`config.mk`:
```
export PLATFORM = sky130hd
export DESIGN_NAME = pipe_stage_reg
export DESIGN_NICKNAME = d
export VERILOG_FILES = /design/src/rtl/pipe_pkg.sv /design/src/rtl/pipe_slot.sv /design/src/rtl/pipe_stage_reg.sv
export SDC_FILE = /design/constraint.sdc
export NUM_CORES = 1
export LEC_CHECK = 0
export BUFFER_PORTS_ARGS = -buffer_cell sky130_fd_sc_hd__buf_2
export CORE_UTILIZATION = 48
export CTS_BUF_LIST = sky130_fd_sc_hd__clkbuf_16
export CTS_CLUSTER_SIZE = 28
export DETAILED_ROUTE_END_ITERATION = 10
export GPL_TIMING_DRIVEN = 0
export HOLD_SLACK_MARGIN = 0.02
export PLACE_DENSITY = 0.73
export SYNTH_ARGS = -nofsm -noshare
export SYNTH_HDL_FRONTEND = slang
export SYNTH_HIERARCHICAL = 1
export SYNTH_SLANG_ARGS = --single-unit
```
`constraint.sdc`:
```
create_clock -name clk -period 1.7 [get_ports clk]
set_input_delay 0.085 -clock clk [delete_from_list [all_inputs] [get_ports clk]]
set_output_delay 0.085 -clock clk [all_outputs]
set_load 0.005 [all_outputs]
```
`src/rtl/pipe_pkg.sv`:
```
// Shared definitions for the pipeline stage register.
//   state_e      : stage occupancy (EMPTY / FULL / SKID)
//   DefaultWidth : default data-path width
package pipe_pkg;

    localparam int unsigned DefaultWidth = 64;

    typedef enum logic [1:0] {
        StEmpty = 2'd0,
        StFull  = 2'd1,
        StSkid  = 2'd2
    } state_e;

endpackage

```
`src/rtl/pipe_slot.sv`:
```
// Single data slot: WIDTH-bit register with synchronous reset and load enable.
//   clk   : clock
//   Reset : synchronous active-high reset, loads RESET_VAL
//   load  : capture d on the next posedge
//   d     : data in
//   q     : held data
module pipe_slot #(
    parameter int unsigned      WIDTH     = 8,
    parameter logic [WIDTH-1:0] RESET_VAL = '0
) (
    input  logic             clk,
    input  logic             Reset,
    input  logic             load,
    input  logic [WIDTH-1:0] d,
    output logic [WIDTH-1:0] q
);

    always_ff @(posedge clk) begin
        if (Reset) begin
            q <= RESET_VAL;
        end else if (load) begin
            q <= d;
        end
    end

endmodule

```
`src/rtl/pipe_stage_reg.sv`:
```
// Two-entry skid-buffered pipeline stage register with a saturating stall counter.
//   clk, Reset          : clock and synchronous active-high reset
//   flush               : drop every held entry and any entry offered this cycle
//   in_valid/in_data    : upstream entry, accepted when in_ready=1
//   in_ready            : registered, low only when both slots are occupied
//   out_valid/out_data  : presented entry, always taken from the main slot
//   out_ready           : downstream accepts the presented entry
//   stall_cnt           : saturating count of cycles with out_valid=1, out_ready=0
module pipe_stage_reg import pipe_pkg::*; #(
    parameter int unsigned      WIDTH     = DefaultWidth,
    parameter logic [WIDTH-1:0] RESET_VAL = '0,
    parameter int unsigned      CNT_W     = 16
) (
    input  logic             clk,
    input  logic             Reset,
    input  logic             flush,
    input  logic             in_valid,
    input  logic [WIDTH-1:0] in_data,
    output logic             in_ready,
    output logic             out_valid,
    output logic [WIDTH-1:0] out_data,
    input  logic             out_ready,
    output logic [CNT_W-1:0] stall_cnt
);

    state_e           state_q, state_d;
    logic             in_ready_q, out_valid_q;
    logic [CNT_W-1:0] stall_q;
    logic             in_fire, out_fire;
    logic             main_load, skid_load, main_from_skid;
    logic [WIDTH-1:0] main_q, skid_q, main_d;

    assign in_fire  = in_valid & in_ready_q;
    assign out_fire = out_valid_q & out_ready;

    // Next state and slot load controls. Flush suppresses all loads so a
    // coincident input transfer is discarded.
    always_comb begin
        state_d        = state_q;
        main_load      = 1'b0;
        skid_load      = 1'b0;
        main_from_skid = 1'b0;
        if (flush) begin
            state_d = StEmpty;
        end else begin
            unique case (state_q)
                StEmpty: begin
                    if (in_fire) begin
                        state_d   = StFull;
                        main_load = 1'b1;
                    end
                end
                StFull: begin
                    if (in_fire && out_fire) begin
                        main_load = 1'b1;
                    end else if (out_fire) begin
                        state_d = StEmpty;
                    end else if (in_fire) begin
                        state_d   = StSkid;
                        skid_load = 1'b1;
                    end
                end
                StSkid: begin
                    if (out_fire) begin
                        state_d        = StFull;
                        main_load      = 1'b1;
                        main_from_skid = 1'b1;
                    end
                end
                default: state_d = StEmpty;
            endcase
        end
    end

    assign main_d = main_from_skid ? skid_q : in_data;

    // State plus handshake outputs, registered so in_ready never depends on out_ready.
    always_ff @(posedge clk) begin
        if (Reset) begin
            state_q     <= StEmpty;
            in_ready_q  <= 1'b1;
            out_valid_q <= 1'b0;
        end else begin
            state_q     <= state_d;
            in_ready_q  <= (state_d != StSkid);
            out_valid_q <= (state_d != StEmpty);
        end
    end

    // Stall counter survives flush; only Reset clears it.
    always_ff @(posedge clk) begin
        if (Reset) begin
            stall_q <= '0;
        end else if (out_valid_q && !out_ready && (stall_q != '1)) begin
            stall_q <= stall_q + CNT_W'(1);
        end
    end

    pipe_slot #(
        .WIDTH     (WIDTH),
        .RESET_VAL (RESET_VAL)
    ) u_main_slot (
        .clk   (clk),
        .Reset (Reset),
        .load  (main_load),
        .d     (main_d),
        .q     (main_q)
    );

    pipe_slot #(
        .WIDTH     (WIDTH),
        .RESET_VAL (RESET_VAL)
    ) u_skid_slot (
        .clk   (clk),
        .Reset (Reset),
        .load  (skid_load),
        .d     (in_data),
        .q     (skid_q)
    );

    assign in_ready  = in_ready_q;
    assign out_valid = out_valid_q;
    assign out_data  = main_q;
    assign stall_cnt = stall_q;

endmodule

```
== Word level (Yosys, flattened, before mapping) ==
Cells that the tools add are included.
W data, S select, Z words.

* Multiplexer cells: 19
* Reductions and logical operators: 6
* Eq/ne operators: 4
* Bitwise gates (word level): 2
* Add/sub/neg operators: 1

{| class="wikitable"
|+ Operators with widths
! operator !! number
|-
| $mux W64 || 1
|-
| $add A16 B1 Y16 const B || 1
|-
| $ne A16 B16 Y1 const B || 1
|-
| $mux W2 || 6
|-
| $mux W1 || 10
|-
| $pmux W2 S3 || 1
|-
| $logic_and A1 B1 Y1 || 3
|-
| $pmux W1 S3 || 1
|-
| $and A1 B1 Y1 || 2
|-
| $eq A2 B1 Y1 const B || 1
|-
| $eq A2 B2 Y1 const B || 1
|-
| $logic_not A2 Y1 || 1
|-
| $ne A2 B2 Y1 const B || 1
|-
| $reduce_bool A2 Y1 || 1
|-
| $logic_not A1 Y1 || 1
|}

* Output and inout bits: 82
* Bits in registers: 148
* Bits of input ports: 69

== Logic depth before layout (Yosys ltp) ==
* Depth in word-level cells: 7
* Mapped depth: 7
* Gate-level depth less buffers: 6

== Cells and area by module ==
The synthesis kept the hierarchy.

{| class="wikitable"
|+ By module, submodules not included
! module !! seq. area each (um2) !! cells each !! area an instance (um2) !! times used
|-
| pipe_slot || 1281.2 || 206 || 2290.9 || 2
|-
| pipe_stage_reg || 400.4 || 190 || 1830.5 || 1
|}

== Least setup slack after synthesis ==
No wires, ideal clock.

* Path type: reg-to-reg
* From: register stall_q[0], in the netlist stall_cnt[0]
* To: register stall_q[15], in the netlist stall_cnt[15]
* Path buffers: 1
* Arrival: 1.598 ns
* Stages on the path, launching flop included: 7
* Setup slack: -0.022 ns
* Clock period less this slack: 1.722 ns
* Cell sequence: dfxtp_1 -> ha_1 -> nand4_2 -> nor4_2 -> buf_4 -> nor4_1 -> mux2_1

* Word-level cells in the longest chain between the ends: 2

{| class="wikitable"
|+ RTL lines
! item !! line !! source
|-
| start: declaration || pipe_stage_reg.sv:28 || <nowiki>logic [CNT_W-1:0] stall_q;</nowiki>
|-
| start signal: assignment || pipe_stage_reg.sv:95 || <nowiki>stall_q <= stall_q + CNT_W'(1);</nowiki>
|-
| parallel branches: the longest is 2 deep, another holds $add A16 B1 Y16 || -- ||
|}

Several ways; the timed one is not identified.
A chain may end at the register's enable or synchronous reset.

== Final worst setup path ==
* From: register state_q[1]
* To: register u_main_slot.q[22]

* Word-level cells in the longest chain between the ends: 4

{| class="wikitable"
|+ RTL lines
! item !! line !! source
|-
| start: declaration || pipe_stage_reg.sv:26 || <nowiki>state_e state_q, state_d;</nowiki>
|-
| start signal: assignment || pipe_stage_reg.sv:80 || <nowiki>state_q <= StEmpty;</nowiki>
|-
| start signal: assignment || pipe_stage_reg.sv:84 || <nowiki>state_q <= state_d;</nowiki>
|-
| $eq A2 B2 Y1 || pipe_stage_reg.sv:46 || <nowiki>unique case (state_q)</nowiki>
|-
| $mux W1 || pipe_stage_reg.sv:46 ||
|-
| $mux W1 || pipe_stage_reg.sv:43 || <nowiki>if (flush) begin</nowiki>
|-
| $mux W64 || pipe_stage_reg.sv:75 || <nowiki>assign main_d = main_from_skid ? skid_q : in_data;</nowiki>
|-
| named net main_d[22] || pipe_stage_reg.sv:31 || <nowiki>logic [WIDTH-1:0] main_q, skid_q, main_d;</nowiki>
|-
| end signal: assignment || pipe_slot.sv:20 || <nowiki>q <= RESET_VAL;</nowiki>
|-
| end signal: assignment || pipe_slot.sv:22 || <nowiki>q <= d;</nowiki>
|-
| end: declaration || pipe_slot.sv:15 || <nowiki>output logic [WIDTH-1:0] q</nowiki>
|}

The timed path passes the listed nets, and every way through them passes these cells.

==> out/metrics.cfg <==
[status]
status=finished with violations
violations=setup timing

[clock_tree]
root_buffer=clkbuf_16
cts.sinks=148
clock_path_buffers=2
cts_buffers=17
cts_max_level=4
cts_tree=built
clk_latency_ns=0.41
clkTransAtPathRegs_ns=0.06

[timing]
hold_violations=0
rsz0062_at_grt=yes
fin_worst_skew_ns=0.00683
slew_headroom=0.670
finalSetupViolCount=61
setup_tns_ns=-3.98
layout_min_cycle_time_ns=1.82
min_period_over_period=1.07
fin_ws_ns=-0.120
maxSlewViolCount=0
worst_slew_pin_slew_ns=0.496
fmax_ghz=0.549

[synth]
syn_avg_cell_area_sq_um=10.7
syn_nets=672
syn_area_sq_um=6410
synth_cell_types=43
ys_seq_area_frac=0.462
synth-seq-cells=148
ys_warn_count=6
synth_cells=602

[grt]
antenna_found_initial=0
grt_pass1_vias=5322
grt_max_degree=17
grt_pass1_wl_um=25700
grt_usage=0.230
overflow=0

[route]
routed_via_density=5.16
wl_um=17100
drc=0
wire_per_inst_um=16.4
dr.pass1.iters=4
antenna_left=0
drt_iter0_drc=411
vias=5395

[power]
p_sw_mw=1.86
ir_drop_uv=469
p_leak_nw=4.04
clockPowerShare=0.451
combPwrFrac=0.107
p_int_mw=6.36
power_frac_seq=0.442
p_sw_frac=0.226
powerDensity_nw_per_um2=875

[floorplanning]
die_h_um=118
coreArea_sq_um=12800
rows=41
start_util=0.500
die_w_um=118
ios=151
die_area_sq_um=13800

[setup_path]
crit_required_ns=1.98
crit_chain=nor2b_4 -> nand3_4 -> nor2_4 -> buf_12 -> buf_12 -> mux2_4 -> mux2i_1 -> nor2_1
crit_fanout=10
crit_path_end_kind=register
cpMostUsedCell=buf_12
arrival_ns=2.10
startpoint_type=register
criticalPathCategory=reg2reg
slowest_delay_ns=0.36
crit_path_top_delay_cell=dfxtp_2

[cells_and_area]
antenna_cells=0
layout_common_cells=152 x buf_2, 134 x nor2_1, 134 x dfxtp_1
area_growth_pct=46.5
fin_nets=930
fill_cells=905
final_common_cell=buf_2
fin_area_sq_um=9390
layout-drive-gt1-share=0.383
final_util=0.732
multi_input_area_sq_um=3470
seqCellArea_sq_um=2990

[hold_path]
hp-class=in2reg

[placement]
dp_hpwl_um=10100
gp_congestion=0.865
placed_area_sq_um=7380
io_buffer_count=150

[flow_run]
cap_violations=0

[cells in the mapped netlist (all sizes together)]
master       instances  share of area
a21o                 1         0.0012
mux2                65           0.11
o21ai                7         0.0055
nor2b                2         0.0020
nand4                7          0.011
nand3b               1         0.0012
o2111ai              1         0.0014
buf                 34          0.048
inv                  4         0.0023
and4                 1         0.0014
o31ai                5         0.0059
and4b                1         0.0016
a311oi               1         0.0014
dfxtp              148           0.46
nor4                 2         0.0029
clkbuf               2         0.0016
a211oi               1         0.0012
a21bo                1         0.0016
dlygate4sd1          1         0.0014
and3b                1         0.0014
nor2               135          0.080
or4                  4         0.0047
nand2               10         0.0059
and2b                1         0.0012
mux2i              130           0.20
xor2                 2         0.0027
ha                   1         0.0020
o41ai                1         0.0043
a21oi               14          0.011
and3                 3         0.0029
or3                  7         0.0076
nand3                6         0.0047
nor3                 2         0.0016
[state kept, by name (all words and copies together) (netlist names)]
register       count
out_valid          1
u_main_slot/q     64
u_skid_slot/q     64
in_ready           1
state_q            2
stall_cnt         16
[worst paths after layout]
path | startpoint | end | slack [ns] | depth (start not counted)
max reg2reg | state_q[1] | u_main_slot/q[22] | -0.12 | 8
min reg2reg | u_main_slot/q[3] | u_main_slot/q[3] | 0.49 | 2
min | Reset | stall_cnt[15] | 0.09 | 3
max | state_q[1] | u_main_slot/q[22] | -0.12 | 8
[power by group through the flow]
| stage | clock (mW) | sequential [mW] | combinational, mW |
|---|---|---|---|
| finish | 3.71 | 3.63 | 0.882 |
| global placement | 0 | 3.70 | 0.643 |
| detailed placement | 0 | 3.70 | 0.662 |
| CTS | 3.79 | 3.63 | 0.811 |
| global route | 3.93 | 3.64 | 0.951 |
| floorplan | 0 | 3.70 | 0.392 |
[worst max-delay path, delay by kind of cell (launching register included)]
family / cells / cell delay, ns
AND/OR/NAND/NOR: 4 / 0.51
multiplexers: 2 / 0.48
flip-flops: 1 / 0.36
buffers and inverters: 2 / 0.34
[area by class of cell]
type | count | area share
Multi-Input combinational cell | 413 | 0.370
Sequential cell | 148 | 0.318
Timing Repair Buffer | 239 | 0.180
Clock buffer | 17 | 0.0453
Buffer | 37 | 0.0452
Tap cell | 172 | 0.0229
Clock inverter | 15 | 0.0172
Inverter | 4 | 0.00160
[cells by family (layout without fill, tap and decap cells)]
kind of cell               Yosys count  in the layout  synth area share
DFF                                148            148             0.462
buffers and inverters               41            312            0.0529
adders and majority gates            1              1           0.00195
and+or+nand+nor                    183            183             0.130
muxes                              195            195             0.317
AOI/OAI and AO/OA                   32             32            0.0332
xor gates and xnor gates             2              2           0.00273
[routing by layer]
metal,wire (um),GRT usage
met1,7510,0.275
met2,8670,0.399
met3,752,0.0514
met4,192,0.0897
met5,0,0
[through the flow]
stage	hold WS, ns	power (mW)	worst slack [ns]	instances
finish	0.0870	8.22	-0.120	1045
global route	0.0886	8.52	-0.199	1045
CTS	0.0406	8.24	-0.0572	1030
detailed placement	0.343	4.37	-0.338	924
global placement	0.328	4.34	-0.263	924
floorplan	0.164	4.10	0.0124	602
[repair_timing]
action,CTS,global route
hold buffers,65,0
cloned,0,7
pin swaps,3,8
setup endpoints to repair,77,131
gates resized for setup,54,77
endpoints found under the hold margin,66,0
setup buffers,9,8
Power figures use the tool's default switching activity.
